==> src/rtl/aes_pkg.sv <==
`default_nettype none
`timescale 1ns/1ps
// +--------------------------------------------------------------------------+
// | aes_pkg                                                                  |
// | Shared AES block geometry, packer state encoding and PKCS#7 constants.   |
// | Revision: 1.0                                                            |
// +--------------------------------------------------------------------------+
package aes_pkg;

    localparam int AES_BLOCK_BYTES = 16;
    localparam int AES_BLOCK_W     = 128;

    localparam logic [7:0] PKCS7_FULL_PAD = 8'h10;

    // Packer state encoding.
    typedef logic [1:0] packer_state_t;
    localparam packer_state_t ST_FILL   = 2'd0;
    localparam packer_state_t ST_HOLD   = 2'd1;
    localparam packer_state_t ST_PADBLK = 2'd2;

endpackage
`default_nettype wire

==> src/rtl/aes_pad_gen.sv <==
`default_nettype none
`timescale 1ns/1ps
// +--------------------------------------------------------------------------+
// | aes_pad_gen                                                              |
// | Fills every byte after index last_idx: PKCS#7 value when                 |
// | AES_PKCS7_PAD_EN is defined, FILL_BYTE otherwise.                         |
// | Revision: 1.0                                                            |
// +--------------------------------------------------------------------------+
module aes_pad_gen
    import aes_pkg::*;
#(
    parameter logic [7:0] FILL_BYTE = 8'h00
) (
    input  logic [3:0]             last_idx,
    input  logic [AES_BLOCK_W-1:0] block_in,
    output logic [AES_BLOCK_W-1:0] block_out
);

    logic [7:0] w_pad;

`ifdef AES_PKCS7_PAD_EN
    // 16 - (k + 1) equals 15 - k, which fits in the low nibble.
    assign w_pad = {4'h0, 4'hF - last_idx};
`else
    assign w_pad = FILL_BYTE;
`endif

    generate
        for (genvar i = 0; i < AES_BLOCK_BYTES; i++) begin : g_byte
            assign block_out[AES_BLOCK_W-1-8*i -: 8] =
                (4'(i) > last_idx) ? w_pad : block_in[AES_BLOCK_W-1-8*i -: 8];
        end
    endgenerate

endmodule
`default_nettype wire

==> src/rtl/aes_block_packer.sv <==
`default_nettype none
`timescale 1ns/1ps
// +--------------------------------------------------------------------------+
// | aes_block_packer                                                         |
// | Packs a valid/ready byte stream into 128-bit AES plaintext blocks.       |
// | Optional PKCS#7 padding via `define AES_PKCS7_PAD_EN.                     |
// | Revision: 1.0                                                            |
// +--------------------------------------------------------------------------+
module aes_block_packer
    import aes_pkg::*;
#(
    parameter logic [7:0] FILL_BYTE = 8'h00
) (
    input  logic                   clk,
    input  logic                   rst,
    input  logic [7:0]             in_data,
    input  logic                   in_valid,
    input  logic                   in_last,
    output logic                   in_ready,
    output logic [AES_BLOCK_W-1:0] out_block,
    output logic                   out_valid,
    input  logic                   out_ready,
    output logic [4:0]             out_len,
    output logic                   out_last
);

    packer_state_t          r_state;
    logic [3:0]             r_cnt;
    logic [AES_BLOCK_W-1:0] r_block;
    logic [4:0]             r_len;
    logic                   r_last;
`ifdef AES_PKCS7_PAD_EN
    logic                   r_pad_pend;
`endif

    logic                   w_xfer;
    logic                   w_done;
    logic [6:0]             w_base;
    logic [AES_BLOCK_W-1:0] w_merged;
    logic [AES_BLOCK_W-1:0] w_padded;

    assign w_xfer = in_valid && (r_state == ST_FILL);
    assign w_done = w_xfer && (in_last || (r_cnt == 4'hF));

    // MSB of byte cnt is bit 127 - 8*cnt, i.e. {~cnt, 3'b111}.
    assign w_base = {~r_cnt, 3'b111};

    always_comb begin
        w_merged           = r_block;
        w_merged[w_base -: 8] = in_data;
    end

    aes_pad_gen #(
        .FILL_BYTE (FILL_BYTE)
    ) u_pad_gen (
        .last_idx  (r_cnt),
        .block_in  (w_merged),
        .block_out (w_padded)
    );

    always_ff @(posedge clk) begin
        if (rst) begin
            r_state    <= ST_FILL;
            r_cnt      <= 4'd0;
            r_block    <= '0;
            r_len      <= 5'd0;
            r_last     <= 1'b0;
`ifdef AES_PKCS7_PAD_EN
            r_pad_pend <= 1'b0;
`endif
        end else begin
            case (r_state)
                ST_FILL: begin
                    if (w_done) begin
                        r_block <= w_padded;
                        r_cnt   <= 4'd0;
                        r_len   <= {1'b0, r_cnt} + 5'd1;
                        r_state <= ST_HOLD;
`ifdef AES_PKCS7_PAD_EN
                        // A message ending on a block boundary owes a full pad block.
                        if (in_last && (r_cnt == 4'hF)) begin
                            r_last     <= 1'b0;
                            r_pad_pend <= 1'b1;
                        end else begin
                            r_last <= in_last;
                        end
`else
                        r_last  <= in_last;
`endif
                    end else if (w_xfer) begin
                        r_block <= w_merged;
                        r_cnt   <= r_cnt + 4'd1;
                    end
                end
                ST_HOLD: begin
                    if (out_ready) begin
`ifdef AES_PKCS7_PAD_EN
                        if (r_pad_pend) begin
                            r_block <= {AES_BLOCK_BYTES{PKCS7_FULL_PAD}};
                            r_len   <= 5'd0;
                            r_last  <= 1'b1;
                            r_state <= ST_PADBLK;
                        end else begin
                            r_state <= ST_FILL;
                        end
`else
                        r_state <= ST_FILL;
`endif
                    end
                end
`ifdef AES_PKCS7_PAD_EN
                ST_PADBLK: begin
                    if (out_ready) begin
                        r_pad_pend <= 1'b0;
                        r_state    <= ST_FILL;
                    end
                end
`endif
                default: r_state <= ST_FILL;
            endcase
        end
    end

    assign in_ready  = (r_state == ST_FILL);
`ifdef AES_PKCS7_PAD_EN
    assign out_valid = (r_state == ST_HOLD) || (r_state == ST_PADBLK);
`else
    assign out_valid = (r_state == ST_HOLD);
`endif
    assign out_block = r_block;
    assign out_len   = r_len;
    assign out_last  = r_last;

endmodule
`default_nettype wire
==> config.mk <==
export PLATFORM = sky130hd
export DESIGN_NAME = aes_block_packer
export DESIGN_NICKNAME = d
export VERILOG_FILES = /design/src/rtl/aes_pkg.sv /design/src/rtl/aes_pad_gen.sv /design/src/rtl/aes_block_packer.sv
export SDC_FILE = /design/constraint.sdc
export NUM_CORES = 1
export LEC_CHECK = 0
export BUFFER_PORTS_ARGS = -buffer_cell sky130_fd_sc_hd__buf_2
export CORE_ASPECT_RATIO = 0.8
export CORE_MARGIN = 8
export CORE_UTILIZATION = 40
export CTS_CLUSTER_SIZE = 20
export DETAILED_ROUTE_END_ITERATION = 10
export HOLD_SLACK_MARGIN = 0.08
export PLACE_DENSITY = 0.69
export SLEW_MARGIN = 20
export SYNTH_ARGS = -nofsm -noshare
export SYNTH_HDL_FRONTEND = slang
export SYNTH_SLANG_ARGS = --single-unit
==> constraint.sdc <==
create_clock -name clk -period 2.8 [get_ports clk]
set_input_delay 0.28 -clock clk [delete_from_list [all_inputs] [get_ports clk]]
set_output_delay 0.28 -clock clk [all_outputs]
set_load 0.005 [all_outputs]
# --- Word level (Yosys, flattened, before mapping) ---
# Index checks and enable logic that the tools add are counted.
# Widths: inputs -> output; s select.
word_totals:
  wordCells: 63
  regBits: 140
op_classes:
  magnitude_cmp: 16
  muxes: 24
  n_addsub: 3
  shift: 2
  bitwise: 1
  n_eq_ne: 4
  n_reduce_logical: 8
op_table:
  columns: ["cell", "n"]
  rows:
  - ["$mux 128", 2]
  - ["$shift 8x9->135 const A", 1]
  - ["$shiftx 8x9->135", 1]
  - ["$bwmux 128", 1]
  - ["$mux 8", 16]
  - ["$gt 4x4->1 const A", 8]
  - ["$gt 3x4->1 const A", 4]
  - ["$neg 7->9", 1]
  - ["$gt 1x4->1 const A", 2]
  - ["$gt 2x4->1 const A", 2]
  - ["$mux 4", 2]
  - ["$reduce_and 2->1", 3]
  - ["$add 4x1->5 const B", 1]
  - ["$add 4x1->4 const B", 1]
  - ["$eq 4x4->1 const B", 1]
  - ["$mux 2", 2]
  - ["$ne 2x1->1 const B", 2]
  - ["$not 4->4", 1]
  - ["$pmux 2 s2", 1]
  - ["$eq 2x1->1 const B", 1]
  - ["$logic_and 1x1->1", 2]
  - ["$logic_not 2->1", 1]
  - ["$reduce_bool 2->1", 1]
  - ["$logic_or 1x1->1", 1]

# --- Depth between registers and ports, before layout ---
depth:
  word_depth: 6
  depth_mapped: 9
  ltp_nobuf: 5

# --- Hierarchy ---
# A second synthesis with hierarchy kept.
unflattened:
  cells_unflattened: 1041
  area_unflattened_um2: 8300.5
by_module_without_submodules:
  columns: ["module", "area_per_inst_um2", "instances", "cells_each"]
  rows:
  - ["aes_block_packer", 7305.8, 1, 889]
  - ["aes_pad_gen", 994.7, 1, 152]

# --- Worst setup path before layout ---
# Ideal clock, no wire load.
synth_timing:
  path_type: "reg2reg"
  start: "reg r_cnt[0]"
  end: "reg r_block[105], in the netlist out_block[105]"
  t_arrival_ns: 1.812
  path_stages_with_launch: 10
  path_slack_ns: 0.868
  n_path_buf: 4
  synth_period_minus_slack_ns: 1.932
  setup_time_ns: 0.120
  path_cell_list: "dfxtp_1 -> clkbuf_1 -> buf_2 -> inv_1 -> ha_1 -> and3b_1 -> clkbuf_1 -> buf_2 -> nand3_1 -> a21oi_1"
synth_between:
  elab_chain_len: 6
  elab_cells_between_ends: 14
synth_rtl:
  columns: ["item", "line_no", "source"]
  rows:
  - ["start, declared", "aes_block_packer.sv:28", "logic [3:0] r_cnt;"]
  - ["start signal, assigned", "aes_block_packer.sv:92", "r_cnt <= r_cnt + 4'd1;"]
  - ["$not 4->4 (*)", "aes_block_packer.sv:46", "assign w_base = {~r_cnt, 3'b111};"]
  - ["net w_base[3]", "aes_block_packer.sv:38", "logic [6:0] w_base;"]
  - ["$neg 7->9 (*)", "aes_block_packer.sv:50", "w_merged[w_base -: 8] = in_data;"]
  - ["$shiftx 8x9->135 or $shift 8x9->135 (tied branches)", "aes_block_packer.sv:50", null]
  - ["$bwmux 128 (*)", "aes_block_packer.sv:50", null]
  - ["$mux 128 or $mux 8 (tied branches)", "aes_block_packer.sv:90, aes_pad_gen.sv:31", null]
  - ["$mux 128 (*)", "aes_block_packer.sv:74", "if (w_done) begin"]
  - ["end signal, assigned", "aes_block_packer.sv:75", "r_block <= w_padded;"]
  - ["end signal, assigned", "aes_block_packer.sv:91", "r_block <= w_merged;"]
  - ["end, declared", "aes_block_packer.sv:29", "logic [AES_BLOCK_W-1:0] r_block;"]
# Mark *: on every way through the listed nets, which the timed path passes. The rest lies on a longest branch. The select of a mux whose other input is x is not followed.
# A chain may end at the register's enable or synchronous reset.

# --- Final worst setup path ---
layout_timing:
  start: "reg r_cnt[1]"
  end: "reg r_block[78], in the netlist out_block[78]"
layout_between:
  elab_chain_len: 6
  elab_cells_between_ends: 14
layout_rtl:
  columns: ["item", "line_no"]
  rows:
  - ["$not 4->4", "aes_block_packer.sv:46"]
  - ["$neg 7->9", "aes_block_packer.sv:50"]
  - ["$shiftx 8x9->135 or $shift 8x9->135 (tied branches)", "aes_block_packer.sv:50"]
  - ["$bwmux 128", "aes_block_packer.sv:50"]
  - ["$mux 128 or $mux 8 (tied branches)", "aes_block_packer.sv:90, aes_pad_gen.sv:31"]
  - ["$mux 128", "aes_block_packer.sv:74"]
# Several ways; a longest one is shown, not always the timed one. The select of a mux whose other input is x is not followed.

==> results.yml <==
setup_path:
  cpPeakStageDelay_ns: 0.59
  r2r-start: "r_cnt[1]"
  r2r_slack_ns: 0.65
  cp_slowest_cell: "and3_1"
  critical_path_buf_inv_count: 1
  rr_worst_depth: 5
  crit_fanout: 29
  worst_ep_arrival_time_ns: 2.49
  crit_cells: 5
  crit_type: "reg2reg"
  crit_path_start_kind: "register"
  crit_family: "simple AND/OR/NAND/NOR gates"
  path_cells: "buf_4 > ha_1 > and3_1 > nand3_1 > a211oi_1"
  endpoint: "out_block[78]"
  timing.rr.end: "out_block[78]"
  worst_ep_required_time_ns: 3.13
  endpoint_kind: "register"
  crit_start: "r_cnt[1]"
timing:
  final.min_clock_period_ns: 2.15
  rsz0062_at_grt: "no"
  layout_worst_path_cycle_share_pct: 76.9
  setup_violations: 0
  fmax_ghz: 0.464
  max-slew-margin-rel_pct: 47.3
  skew_ns: 0.0108
  worstMarginPinSlew_ns: 0.789
  drv_slew: 0
  finalSetupTns_ns: 0
  hold_viol_final: 0
routing:
  drc_errors: 0
  dr_total_vias: 5961
  wl_um: 19700
  drt_pass1_iterations: 5
  ant_nets: 0
  wire_per_inst_um: 19.0
  viasPerCell: 5.76
  drt-initial-drc-count: 629
finish:
  fin_cells: 1035
  stdcell_area_um2: 7370
  diodes: 0
  area_growth_pct: 23.3
  drive_gt1_share_pct: 23.9
  fin_nets: 853
logic_synthesis:
  synthArstFlopShare_pct: 0
  ys_types: 43
  synth_area_leaders: "dfxtp_1, nand3_1, a21oi_1, o21ai_0, and3b_1"
  netlist_instances: 724
  syn_nets: 744
  syn_area_um2: 5980
  synth_area_leader_cell: "dfxtp_1"
  synth-edff-count: 0
  synth_area_per_cell_um2: 8.26
  synthFlopType: "dfxtp_1"
  synth-compound-area-share_pct: 23.5
  yosysWarningCount: 0
  synth_top_area_share_pct: 46.5
  synth_top_family_by_area: "compound AO/OA/AOI/OAI gates"
  yosysSeqAreaShare_pct: 46.5
  synthMuxAreaShare_pct: 0
  synth-seq-cells: 139
  synthXorXnorAreaFrac_pct: 0.146
  synth-simple-area-share_pct: 22.3
  synthAdderAreaFrac_pct: 1.46
global_routing:
  grt_max_degree: 49
  grt.overflow.total: 0
  grt_pass1_vias: 5507
  antenna_found_initial: 0
  grt_pass1_wl_um: 31100
  grt_use_total_pct: 19.9
cts:
  h-tree-depth: 4
  clockBufferDepth: 2
  root_buffer: "clkbuf_16"
  cts_tree: "done"
  cts-hold-fix-buffers: 0
  post-cts-setup-buffers: 0
  insertion_delay_ns: 0.42
  clk_pin_slew_ns: 0.06
  postCtsResizedCells: 0
  clock_sinks: 139
  cts_buffers: 17
status:
  outcome: "finished, final reports clean"
pwr:
  p_per_area_nw_per_um2: 642
  p_leak_uw: 0.00292
  power.total_uw: 4740
  max-vdd-ir-drop_v: 0.000385
die:
  rows: 40
  coreArea_um2: 14800
  dieArea_um2: 19100
  start_util_pct: 40.4
  die_w_um: 153
  ios: 149
  die_h_um: 125
placed_design:
  dp.cells: 1003
  dp_hpwl_um: 13200
  gp_congestion: 0.799
  port_buffers: 148
  postPlaceCellArea_um2: 6730
job:
  timing.max_cap.violations: 0
min_path:
  hold_class: "in2reg"
-- worst min-delay path by stage --
stage                            start             end  slack [ns]  depth (start not counted)
final                        out_ready      r_state[0]        0.18                          3
after global routing         out_ready      r_state[0]        0.18                          3
after global placement    out_block[4]    out_block[4]        0.44                          2
after detailed placement  out_block[2]    out_block[2]        0.45                          2
after CTS                    out_ready      r_state[0]        0.16                          3
after floorplan             in_data[4]  out_block[100]        0.43                          2
-- through the flow --
step	util [%]	hold WS [ns]	worst slack, ns
after floorplan	-	0.427	0.868
after global placement	45.4	0.438	0.809
after detailed placement	45.4	0.447	0.702
after CTS	49.8	0.164	0.692
after global routing	49.8	0.182	0.457
final	49.8	0.178	0.646
-- placed cells by master, fill, tap and decap left out, types with 2 or more instances in the layout --
cell type   instances
buf_2             148
dfxtp_1           139
nand3_1           128
a21oi_1           113
o21ai_0           101
nand2_1            46
and3b_1            21
a211oi_1           18
clkbuf_16          17
buf_4              14
nor3b_1            10
o32ai_1             8
ha_1                7
inv_1               6
a21o_1              6
nor2_1              6
and3_1              5
bufinv_16           5
a31o_2              4
clkinvlp_4          4
nor2b_1             3
nand3b_1            3
nor4bb_1            3
clkinv_2            3
nand2b_1            2
nand4b_1            2
and4b_1             2
a31oi_1             2
or2_1               2
clkinv_4            2
-- cell usage after synthesis (all sizes together) (7+ instances only) --
cell type and n:
o21ai 101, ha 7, nand3 129, buf 41
a211oi 18, nor3b 10, nand2 46, dfxtp 139
o32ai 8, nor2 7, and3b 21, clkbuf 31
a21oi 113
-- worst register-to-register path, cell delays in order, from the launching register on --
cell and delay (ns):
dfxtp_1 0.43, buf_4 0.30, ha_1 0.35, and3_1 0.59
nand3_1 0.15, a211oi_1 0.25
-- where the power goes --
group / leakage (uW) / internal (uW) / switching (uW) / total, uW
clock: 0.000305 / 1580 / 881 / 2460
combinational: 0.00150 / 71.0 / 202 / 273
sequential: 0.00112 / 1990 / 9.58 / 2000
total: 0.00292 / 3640 / 1090 / 4740
-- state kept, by name (all words and copies together) (netlist names) --
name / cells
out_last: 1
out_block: 128
out_len: 5
r_cnt: 4
r_state: 1
-- kinds of logic (layout without fill, tap and decap cells) --
| logic type | after synthesis | in the layout |
|---|---|---|
| and+or+nand+nor | 242 | 242 |
| DFF | 139 | 139 |
| xor gates and xnor gates | 1 | 1 |
| adders and majority gates | 7 | 7 |
| AOI/OAI and AO/OA | 256 | 256 |
| buffers and inverters | 79 | 201 |
-- metal layers --
metal	track usage [%]	share of wire [%]
met5	0	0
met4	6.39	1.3
met3	5.30	8.9
met2	30.1	45
met1	27.0	45
-- cell type report --
type	count	area, um2
clock inverters	15	221
fillers	1465	7440
well taps	189	236
flip-flops and latches	139	2780
repair buffers	162	846
clock buffers	17	425
multi-input cells	506	2840
inverters	7	26.3
Note: power is estimated with default switching activity, not from simulation.
